File: config.mk
export PLATFORM = sky130hd
export DESIGN_NAME = peri_sink
export DESIGN_NICKNAME = d
export VERILOG_FILES = /design/src/rtl/peri_sink.sv
export SDC_FILE = /design/constraint.sdc
export NUM_CORES = 1
export LEC_CHECK = 0
export BUFFER_PORTS_ARGS = -buffer_cell sky130_fd_sc_hd__buf_2
export CORE_UTILIZATION = 62
export DETAILED_ROUTE_END_ITERATION = 10
export GPL_TIMING_DRIVEN = 1
export PLACE_DENSITY = 0.85
export SYNTH_ARGS = -nofsm -noshare
export SYNTH_HDL_FRONTEND = slang
export SYNTH_SLANG_ARGS = --single-unit
File: constraint.sdc
create_clock -name clk -period 6.75 [get_ports clk]
set_clock_uncertainty 0.1 [all_clocks]
set_input_delay 1.6875 -clock clk [delete_from_list [all_inputs] [get_ports clk]]
set_output_delay 1.6875 -clock clk [all_outputs]
set_load 0.005 [all_outputs]
File: src/rtl/peri_sink.sv
// peri_sink: decodes core peripheral writes into DATA_OUT FIFO, LED, DONE and CLEAR registers.
// Optional write counter output wr_count is enabled by defining PERI_SINK_WCOUNT_EN.
module peri_sink #(
  parameter int          FIFO_DEPTH = 8,
  parameter logic [15:0] BASE_ADDR  = 16'hFF00
) (
  input  logic                          clk,
  input  logic                          rst_n,
  input  logic                          peri_web,
  input  logic [15:0]                   peri_addr,
  input  logic [15:0]                   peri_datao,
  output logic                          out_valid,
  output logic [15:0]                   out_data,
  input  logic                          out_ready,
  output logic [15:0]                   led,
  output logic                          done,
  output logic [15:0]                   exit_code,
  output logic                          overflow,
  output logic [$clog2(FIFO_DEPTH):0]   fifo_count
`ifdef PERI_SINK_WCOUNT_EN
  ,
  output logic [15:0]                   wr_count
`endif
);

  localparam int PW = $clog2(FIFO_DEPTH);
  localparam logic [PW:0]   FULL_CNT = (PW+1)'(FIFO_DEPTH);
  localparam logic [PW:0]   CNT_ONE  = (PW+1)'(1);
  localparam logic [PW-1:0] PTR_ONE  = PW'(1);

  logic [15:0]   mem_q [FIFO_DEPTH];
  logic [PW-1:0] rd_ptr_q, rd_ptr_d;
  logic [PW-1:0] wr_ptr_q, wr_ptr_d;
  logic [PW:0]   count_q, count_d;
  logic [15:0]   led_q, led_d;
  logic [15:0]   exit_code_q, exit_code_d;
  logic          done_q, done_d;
  logic          overflow_q, overflow_d;

  logic [15:0] offset;
  logic        in_win;
  logic        wr_data, wr_led, wr_done, wr_clr;
  logic        full, pop, push;

  // Subtracting the base keeps the decode correct for unaligned BASE_ADDR values.
  always_comb begin
    offset  = peri_addr - BASE_ADDR;
    in_win  = !peri_web && (offset[15:2] == 14'd0);
    wr_data = in_win && (offset[1:0] == 2'd0);
    wr_led  = in_win && (offset[1:0] == 2'd1);
    wr_done = in_win && (offset[1:0] == 2'd2);
    wr_clr  = in_win && (offset[1:0] == 2'd3);
    full    = (count_q == FULL_CNT);
    pop     = (count_q != '0) && out_ready;
    push    = wr_data && (!full || pop);
  end

  always_comb begin
    rd_ptr_d    = rd_ptr_q;
    wr_ptr_d    = wr_ptr_q;
    count_d     = count_q;
    led_d       = led_q;
    done_d      = done_q;
    exit_code_d = exit_code_q;
    overflow_d  = overflow_q;

    if (push) wr_ptr_d = wr_ptr_q + PTR_ONE;
    if (pop)  rd_ptr_d = rd_ptr_q + PTR_ONE;
    if (push && !pop)      count_d = count_q + CNT_ONE;
    else if (pop && !push) count_d = count_q - CNT_ONE;

    if (wr_data && full && !pop) overflow_d = 1'b1;
    if (wr_led) led_d = peri_datao;
    if (wr_done && !done_q) begin
      done_d      = 1'b1;
      exit_code_d = peri_datao;
    end

    // CLEAR overrides a concurrent pop; the popped word is simply lost.
    if (wr_clr) begin
      rd_ptr_d   = '0;
      wr_ptr_d   = '0;
      count_d    = '0;
      overflow_d = 1'b0;
    end
  end

  always_ff @(posedge clk or negedge rst_n) begin
    if (!rst_n) begin
      rd_ptr_q    <= '0;
      wr_ptr_q    <= '0;
      count_q     <= '0;
      led_q       <= '0;
      done_q      <= 1'b0;
      exit_code_q <= '0;
      overflow_q  <= 1'b0;
    end else begin
      rd_ptr_q    <= rd_ptr_d;
      wr_ptr_q    <= wr_ptr_d;
      count_q     <= count_d;
      led_q       <= led_d;
      done_q      <= done_d;
      exit_code_q <= exit_code_d;
      overflow_q  <= overflow_d;
    end
  end

  always_ff @(posedge clk) begin
    if (push) mem_q[wr_ptr_q] <= peri_datao;
  end

`ifdef PERI_SINK_WCOUNT_EN
  logic [15:0] wr_count_q, wr_count_d;

  always_comb begin
    wr_count_d = wr_count_q;
    if (in_win && (wr_count_q != 16'hFFFF)) wr_count_d = wr_count_q + 16'd1;
  end

  always_ff @(posedge clk or negedge rst_n) begin
    if (!rst_n) wr_count_q <= '0;
    else        wr_count_q <= wr_count_d;
  end

  assign wr_count = wr_count_q;
`else
  // Write counter not built in this configuration.
`endif

  assign out_valid  = (count_q != '0);
  assign out_data   = mem_q[rd_ptr_q];
  assign fifo_count = count_q;
  assign led        = led_q;
  assign done       = done_q;
  assign exit_code  = exit_code_q;
  assign overflow   = overflow_q;

endmodule

# Word-level counts from Yosys, hierarchy flattened

Memories as Yosys holds them, arrays and structs flattened.
Cells that the tools add are included.

Memories kept: 1
Bits in registers: 44
Output and inout bits: 55
Input port bits: 36
Memory bits (writable): 128

$add $sub $neg: 5
Equal/unequal tests: 4
Mux-type cells: 11
Reductions and logical operators: 25

Memories:

| name  | depth | bits a word | read ports | clocked after Yosys merged registers in | wr ports | line | text |
|---|---|---|---|---|---|---|---|
| mem_q | 8     | 16          | 1          | 0                                       | 1        | 31   | `logic [15:0] mem_q [FIFO_DEPTH];` |

Operator list:

| cell                                                 | number |
|---|---|
| subtractor 16 bit (second input constant)            | 1 |
| zero test 14 bit                                     | 1 |
| logical AND 1 bit                                    | 12 |
| two-way mux 3 bit                                    | 4 |
| two-way mux 4 bit                                    | 3 |
| adder 3 x 1 -> 3 bit (second input constant)         | 2 |
| nonzero test 2 bit                                   | 3 |
| zero test 1 bit                                      | 5 |
| adder 4 x 1 -> 4 bit (second input constant)         | 1 |
| equality test 2 bit (second input constant)          | 2 |
| equality test 4 bit (second input constant)          | 1 |
| two-way mux 1 bit                                    | 4 |
| nonzero test 4 bit                                   | 1 |
| subtractor 4 x 1 -> 4 bit (second input constant)    | 1 |
| nonzero test 3 bit                                   | 1 |
| equality test 2 x 1 -> 1 bit (second input constant) | 1 |
| zero test 2 bit                                      | 1 |
| logical OR 1 bit                                     | 1 |

# Longest topological paths before layout

Gate-level depths: netlist of the first run.

Depth in word-level cells: 10
Mapped depth: 10
Depth with buffers taken out: 10

# Worst setup path before layout of the first run

No wires, ideal clock.

Kind: input -> register
Start: input peri_addr[3]
End: memory mem_q[0][0] (enable)
Buffers on the path: 0
Setup slack: 2474 ps
Stages on the path: 5
Library setup time: 409 ps
Arrival time: 3767 ps
Cell sequence: nor4b_4 -> nand4_4 -> nor4_2 -> nand2b_1 -> nor3_1

Longest elaborated chain between the ends: 7

RTL lines:

| what                                    | line | text |
|---|---|---|
| start: declaration                      | 10   | `input logic [15:0] peri_addr,` |
| subtractor 16 bit                       | 47   | `offset = peri_addr - BASE_ADDR;` |
| zero test 14 bit                        | 48   | `in_win = !peri_web && (offset[15:2] == 14'd0);` |
| logical AND 1 bit                       | 48   |  |
| logical AND 1 bit                       | 49   | `wr_data = in_win && (offset[1:0] == 2'd0);` |
| logical AND 1 bit                       | 55   | `push = wr_data && (!full \|\| pop);` |
| two-way mux 1 bit                       | 109  | `if (push) mem_q[wr_ptr_q] <= peri_datao;` |
| two-way mux 1 bit (implied by the code) | 109  |  |
| end: declaration                        | 31   |  |

Every way passes these cells.

# Worst setup path in the final report of the first run

Start: register rd_ptr_q[0]
End: output out_data[12]

Longest elaborated chain between the ends: 1

RTL lines:

| what                     | line | text |
|---|---|---|
| start: declaration       | 32   | `logic [PW-1:0] rd_ptr_q, rd_ptr_d;` |
| start signal: assignment | 98   | `rd_ptr_q <= rd_ptr_d;` |
| memory read (8 x 16 bit) | -    |  |
| end: declaration         | 13   | `output logic [15:0] out_data,` |

Every way passes these cells.

==> results.md, run 1 <==
* Post-route cell area at 8110 sq um
* Finished Layout Cells at 609
* Total Routing Usage GR at 26.9%
* CTS Buf Count at 17
* Part of the cycle the worst path needs at between 60% and 70%
* Cell Count Post-Placement at between 500 and 600
* PortBufs at 90
* Combinational power share at 21.0%
* CP delay by family, top: flip-flops
* Status: complete, no violations
* Via count at 3753
* Max Cap Viol at 0
* Post-route setup TNS at 0 ns
* CP peak stage delay at between 1 and 1.5 ns
* Fraction of the yosys area taken by sequential cells at 71.4%
* Nets at 497
* Yosys reg bits at 172
* Placer congestion estimate at 0.881
* Die height at 108 microns
* Setup Buffers After CTS at 0
* Post-synthesis net count at 395
* Post-synth ARST share at 25.6%
* Number of hold buffers added after cts at 0
* Vias in the first global route at 3831
* Setup Crit Path Kind: register to output port
* H-tree depth at 4
* Top_reg_cell synth: edfxtp_1
* Total core area at 10800 sq um
* Leakage power at 0.00318 uW
* Syn avg cell area at 19.6 sq um
* Crit. End Element: output port
* Synth area leader: edfxtp_1
* Yosys warning total at 0
* CP Buf/Inv Count at 1
* Area contributors post-synth: edfxtp_1, dfrtp_1, mux4_2
* Die footprint at 11600 sq um
* First-pass GRT wire length at roughly 22000 microns
* Antenna Violating Nets Remaining at 0
* Initial Util at 63.9%
* Internal Power at 2020 uW
* Die Wd at approximately 110 microns
* Area of the mapped netlist at 6930 sq um
* Max FO, Critical Path at 34
* Vias/cell at 6.16
* Flop pwr share at a little under half
* Max Slew Vio Count at 0
* Hold_ws at 0.406 ns
* Largest net degree at the start of global routing at 45
* Sw Ratio at 26.7%
* Post-synth EDFFs at 128
* Cts repair resizes at 0
* CP Data Arrival Time at 2.80 ns
* RSZ-0062 raised after global routing: no
* Clock Power Share at 33.2%
* Synth Instances at between 300 and 400
* Peak supply drop at 0.230 mV
* CTS Buffer Depth at 2
* Relative slew slack at 12.0%
* Post-DR wirelength/cell at between 20 and 25 microns
* Post-placement setup slack at 2.21 ns
* Reg clk slew, reported paths at 0.07 ns
* CTS tree: yes
* Dpl hpwl at 8730 microns
* Drt total wl at 14200 microns
* Switching power at 737 uW
* Clk root buf: clkbuf_8
* Final hold violations at 0
* Syn-to-layout area delta at 17.0%
* Synth top area share at 55.5%
* Num rows at 38
* Minimum clock period at 4.59 ns
* CP startpoint kind: register
* Antenna violations before repair at 0
* Crit path max-delay cell type: dfrtp_2
* Total grt overflow at 0
* Worst-Skew Late Latency at 0.52 ns
* Pin slew with the least headroom to its limit at 1.31 ns
* Number of I/O pins at 91
* Final number of setup-violating endpoints at 0
* TritonRoute pass-1 iters at 5
* Fmax at about 0.22 GHz
* Library cells used by synthesis at 44
* CTS sink count at approximately 170
* Setup ws final at 2.16 ns
* DR iter-0 viols at about 250
* Layout cell share with drive strength beyond 1 at 47.1%
* Pwr dens at 340 nW/um^2
* Placed Area at 7530 sq um
* Critical path, cell by cell: mux4_2 > mux2_2 > buf_2
* Ant. Diodes at 0
* Worst min-delay path class: register to register
* Crit path required time at 4.96 ns
* DRC at 0
## layout by cell type (no fill, tap or decap), types with 3 or more instances in the layout
master,instances
mux2_2,39
ha_1,4
a31oi_1,3
inv_6,4
nand2b_1,3
buf_4,7
a21oi_1,7
nand2_1,12
o22ai_1,3
mux2_4,9
nor2_1,10
o21ai_0,4
buf_2,90
edfxtp_1,128
inv_1,7
mux4_2,32
clkbuf_16,17
nor3_1,3
dfrtp_1,43
## sequential cells by signal, summed over array words and instances, names as in the netlist
name        cells
led            16
fifo_count      4
wr_ptr_q        3
overflow        1
mem_q         128
done            1
exit_code      16
rd_ptr_q        3
## path summary, 6_finish.rpt
kind                                     from            end  slack [ns]  cells past startpoint
min in group asynchronous               rst_n  fifo_count[0]        1.14                      2
worst min-delay path                   led[2]         led[2]        0.41                      1
worst max-delay path              rd_ptr_q[0]   out_data[12]        2.16                      3
worst min register to register         led[2]         led[2]        0.41                      1
max in group asynchronous               rst_n    rd_ptr_q[0]        4.98                      2
worst max register to register  fifo_count[0]    mem_q[2][8]        3.84                      5
## layer usage
layer | vias up | share of wire (%) | global-route usage (%)
li1 | 1606 | - | -
met5 | - | 0 | 0
met2 | 197 | 50 | 42.4
met1 | 1920 | 40 | 36.1
met3 | 30 | 6.9 | 6.36
met4 | 0 | 3.1 | 12.1
## worst register-to-register path, cell delays in order, from the launching register on
cell and delay, ns:
dfrtp_1 0.45, or3_1 0.19, nor3b_1 0.09, nor4_2 0.40, nand2b_1 0.25, nor2_1 1.04
## synth_stat cells, types with 2 or more instances
cell and count:
buf_4 2, a21oi_1 7, nand2_1 12, a31oi_1 3
o22ai_1 3, or3_1 2, ha_1 4, nand2b_1 3
nor3_1 5, xor2_1 2, xnor2_1 2, mux2i_1 2
inv_1 7, and4_1 2, clkbuf_1 6, mux2_2 39
buf_2 4, edfxtp_1 128, nor2_1 11, mux4_2 32
o21ai_0 4, dfrtp_1 44, mux2_4 9
## per-stage QoR
stage / total power, uW / utilization (%)
floorplan: 1650 / -
global placement: 1840 / 69.5
detailed placement: 1860 / 69.5
CTS: 2790 / 74.7
global route: 2870 / 74.8
finish: 2760 / 74.8
## power groups by stage
| stage | Clock, uW | Combinational (uW) | Sequential, uW |
|---|---|---|---|
| detailed placement | 0 | 570 | 1290 |
| global route | 970 | 624 | 1280 |
| CTS | 931 | 587 | 1270 |
| finish | 917 | 580 | 1260 |
| floorplan | 0 | 455 | 1200 |
| global placement | 0 | 551 | 1290 |
## cell families (layout without fill, tap and decap cells)
logic type / count (synthesis) / after routing / share of synthesized area (%)
compound gates: 20 / 20 / 1.68
simple gates: 49 / 49 / 4.82
mux: 82 / 82 / 19.0
buf+inv: 22 / 137 / 1.64
flops: 172 / 172 / 71.4
xor+xnor: 4 / 4 / 0.506
fa+ha+maj: 5 / 5 / 1.01
## final cells by class
| cell class | count | area (sq um) |
|---|---|---|
| Clock buffer | 21 | 460 |
| Clock inverter | 11 | 105 |
| Multi-Input combinational cell | 160 | 1880 |
| Fill cell | 611 | 2730 |
| Timing Repair Buffer | 98 | 514 |
| Tap cell | 140 | 175 |
| Inverter | 7 | 26.3 |
| Sequential cell | 172 | 4950 |
Note: power is estimated with default switching activity, not from simulation.
==> inputs of run 2 (changes only) <==
--- a/config.mk
+++ b/config.mk
@@ -6,10 +6,10 @@
 export NUM_CORES = 1
 export LEC_CHECK = 0
 export BUFFER_PORTS_ARGS = -buffer_cell sky130_fd_sc_hd__buf_2
-export CORE_UTILIZATION = 62
+export CORE_UTILIZATION = 52
 export DETAILED_ROUTE_END_ITERATION = 10
 export GPL_TIMING_DRIVEN = 1
-export PLACE_DENSITY = 0.85
+export PLACE_DENSITY = 0.76
 export SYNTH_ARGS = -nofsm -noshare
 export SYNTH_HDL_FRONTEND = slang
 export SYNTH_SLANG_ARGS = --single-unit
==> constraint.sdc (replaced) <==
create_clock -name clk -period 3.73 [get_ports clk]
set_clock_uncertainty 0.1 [all_clocks]
set_input_delay 0.9325 -clock clk [delete_from_list [all_inputs] [get_ports clk]]
set_output_delay 0.9325 -clock clk [all_outputs]
set_load 0.005 [all_outputs]
==> results.md, run 2 (same netlist as run 1, synthesis figures left out) <==
* Placed Area at around 7700 sq um
* Worst-case reg-to-reg path depth at 10
* Crit path required time at 2.70 ns
* Worst R2R End: fifo_count[3]
* Layout cell share with drive strength beyond 1 at between 40% and 50%
* Largest net degree at the start of global routing at 30
* Internal reg-to-reg setup slack at 0.96 ns
* PortBufs at 90
* Die Wd at 117 microns
* DR iter-0 viols at 227
* Ant. Diodes at 0
* DRC at 0
* Total grt overflow at 0
* Max Cap Viol at 0
* CTS sink count at 172
* Reg clk slew, reported paths at 0.06 ns
* Part of the cycle the worst path needs at about 87%
* Met3 Use GR at 5.01%
* Leakage power at 0.00322 uW
* Antenna violations before repair at 0
* Minimum clock period at approximately 3.2 ns
* CTS tree: yes
* Cts repair resizes at 0
* Setup Buffers After CTS at 0
* RSZ-0062 raised after global routing: no
* Via count at 3644
* Pin slew with the least headroom to its limit at between 0.5 and 0.6 ns
* Number of hold buffers added after cts at 0
* Status: complete, no violations
* Setup Crit Path Kind: register to output port
* CTS Buf Count at 17
* Worst min-delay path class: input port to asynchronous set/reset pin
* Total Power at slightly below 5000 uW
* Peak supply drop at about 0.41 mV
* Syn-to-layout area delta at 18.7%
* Initial Util at 54.0%
* Crit. End Element: output port
* GRT Max-Usage Layer: met2
* Clk root buf: clkbuf_16
* Post-placement setup slack at about 0.35 ns
* Pwr dens at 604 nW/um^2
* CTS Buffer Depth at 2
* Most common cell after layout, fill and taps aside: edfxtp_1
* Hold_ws at 0.380 ns
* Setup ws final at 0.491 ns
* CP Data Arrival Time at about 2.2 ns
* Max Slew Vio Count at 0
* Die height at between 100 and 150 microns
* First-pass GRT wire length at 21500 microns
* Final number of setup-violating endpoints at 0
* Routing usage on met1 at 28.0%
* Dpl hpwl at a little under 9000 microns
* Antenna Violating Nets Remaining at 0
* RR Startpoint: fifo_count[1]
* Max FO, Critical Path at 29
* Post-route cell area at 8230 sq um
* Total Routing Usage GR at 21.3%
* Total core area at 12800 sq um
* Vias/cell at 5.59
* Relative slew slack at roughly two thirds
* Final hold violations at 0
* Number of I/O pins at 91
* Largest Register: mem_q
* Num rows at 41
* Post-route setup TNS at 0 ns
* Worst-Skew Late Latency at 0.42 ns
* H-tree depth at 4
* Most frequent cells in the layout: edfxtp_1, buf_2, dfrtp_1
* Max reg flops at around 130
* Post-DR wirelength/cell at 21.0 microns
* Drt total wl at 13700 microns
* TritonRoute pass-1 iters at 4
* Fmax at 0.309 GHz
* Vias in the first global route at 3827
* GR Layer Usage met2 at around a third
* Die footprint at 13800 sq um
* Placer congestion estimate at 0.868
* CP startpoint kind: register
* Nets at 509
## run 2: changes by cell type in the layout (fill, tap and decap cells not counted), sizes merged
cell / before / now
buf: 98 / 110
clkbuf: 21 / 17
clkinv: 4 / 6
clkinvlp: 0 / 4
inv: 13 / 10
## run 2: area by class of cell
class,count,area [sq um]
clock inverters,14,121
multi-input cells,160,1880
clock buffers,17,425
repair buffers,110,613
fillers,902,4600
flip-flops and latches,172,4950
inverters,7,26.3
well taps,172,215
## run 2: stage by stage
step	utilization (%)	std cells
CTS	64.2	652
global route	64.2	652
floorplan	-	354
global placement	59.9	621
detailed placement	59.9	621
finish	64.2	652
## run 2: critical path: stages, from the launching register on
cell and delay, ns:
dfrtp_2 0.49, buf_12 0.28, mux4_2 0.56, mux2_2 0.31, buf_2 0.14
## run 2: power by group
part	switching [uW]	internal (uW)	total [uW]
combinational	523	645	1170
clock	715	915	1630
sequential	73.8	2100	2170
total	1310	3660	4970
## run 2: routing by layer
metal,wire length [microns],vias up
li1,-,1637
met3,968,6
met4,94,0
met5,0,-
met1,5670,1861
met2,6950,140
## run 2: worst max path at each step
stage	from	slack [ns]	to
after global placement	peri_addr[3]	0.47	fifo_count[3]
after floorplan	peri_addr[3]	0.21	mem_q[0][0]
after detailed placement	peri_addr[3]	0.35	fifo_count[3]
after CTS	rd_ptr_q[0]	0.43	out_data[13]
after global routing	rd_ptr_q[0]	0.38	out_data[13]
final	rd_ptr_q[0]	0.49	out_data[13]
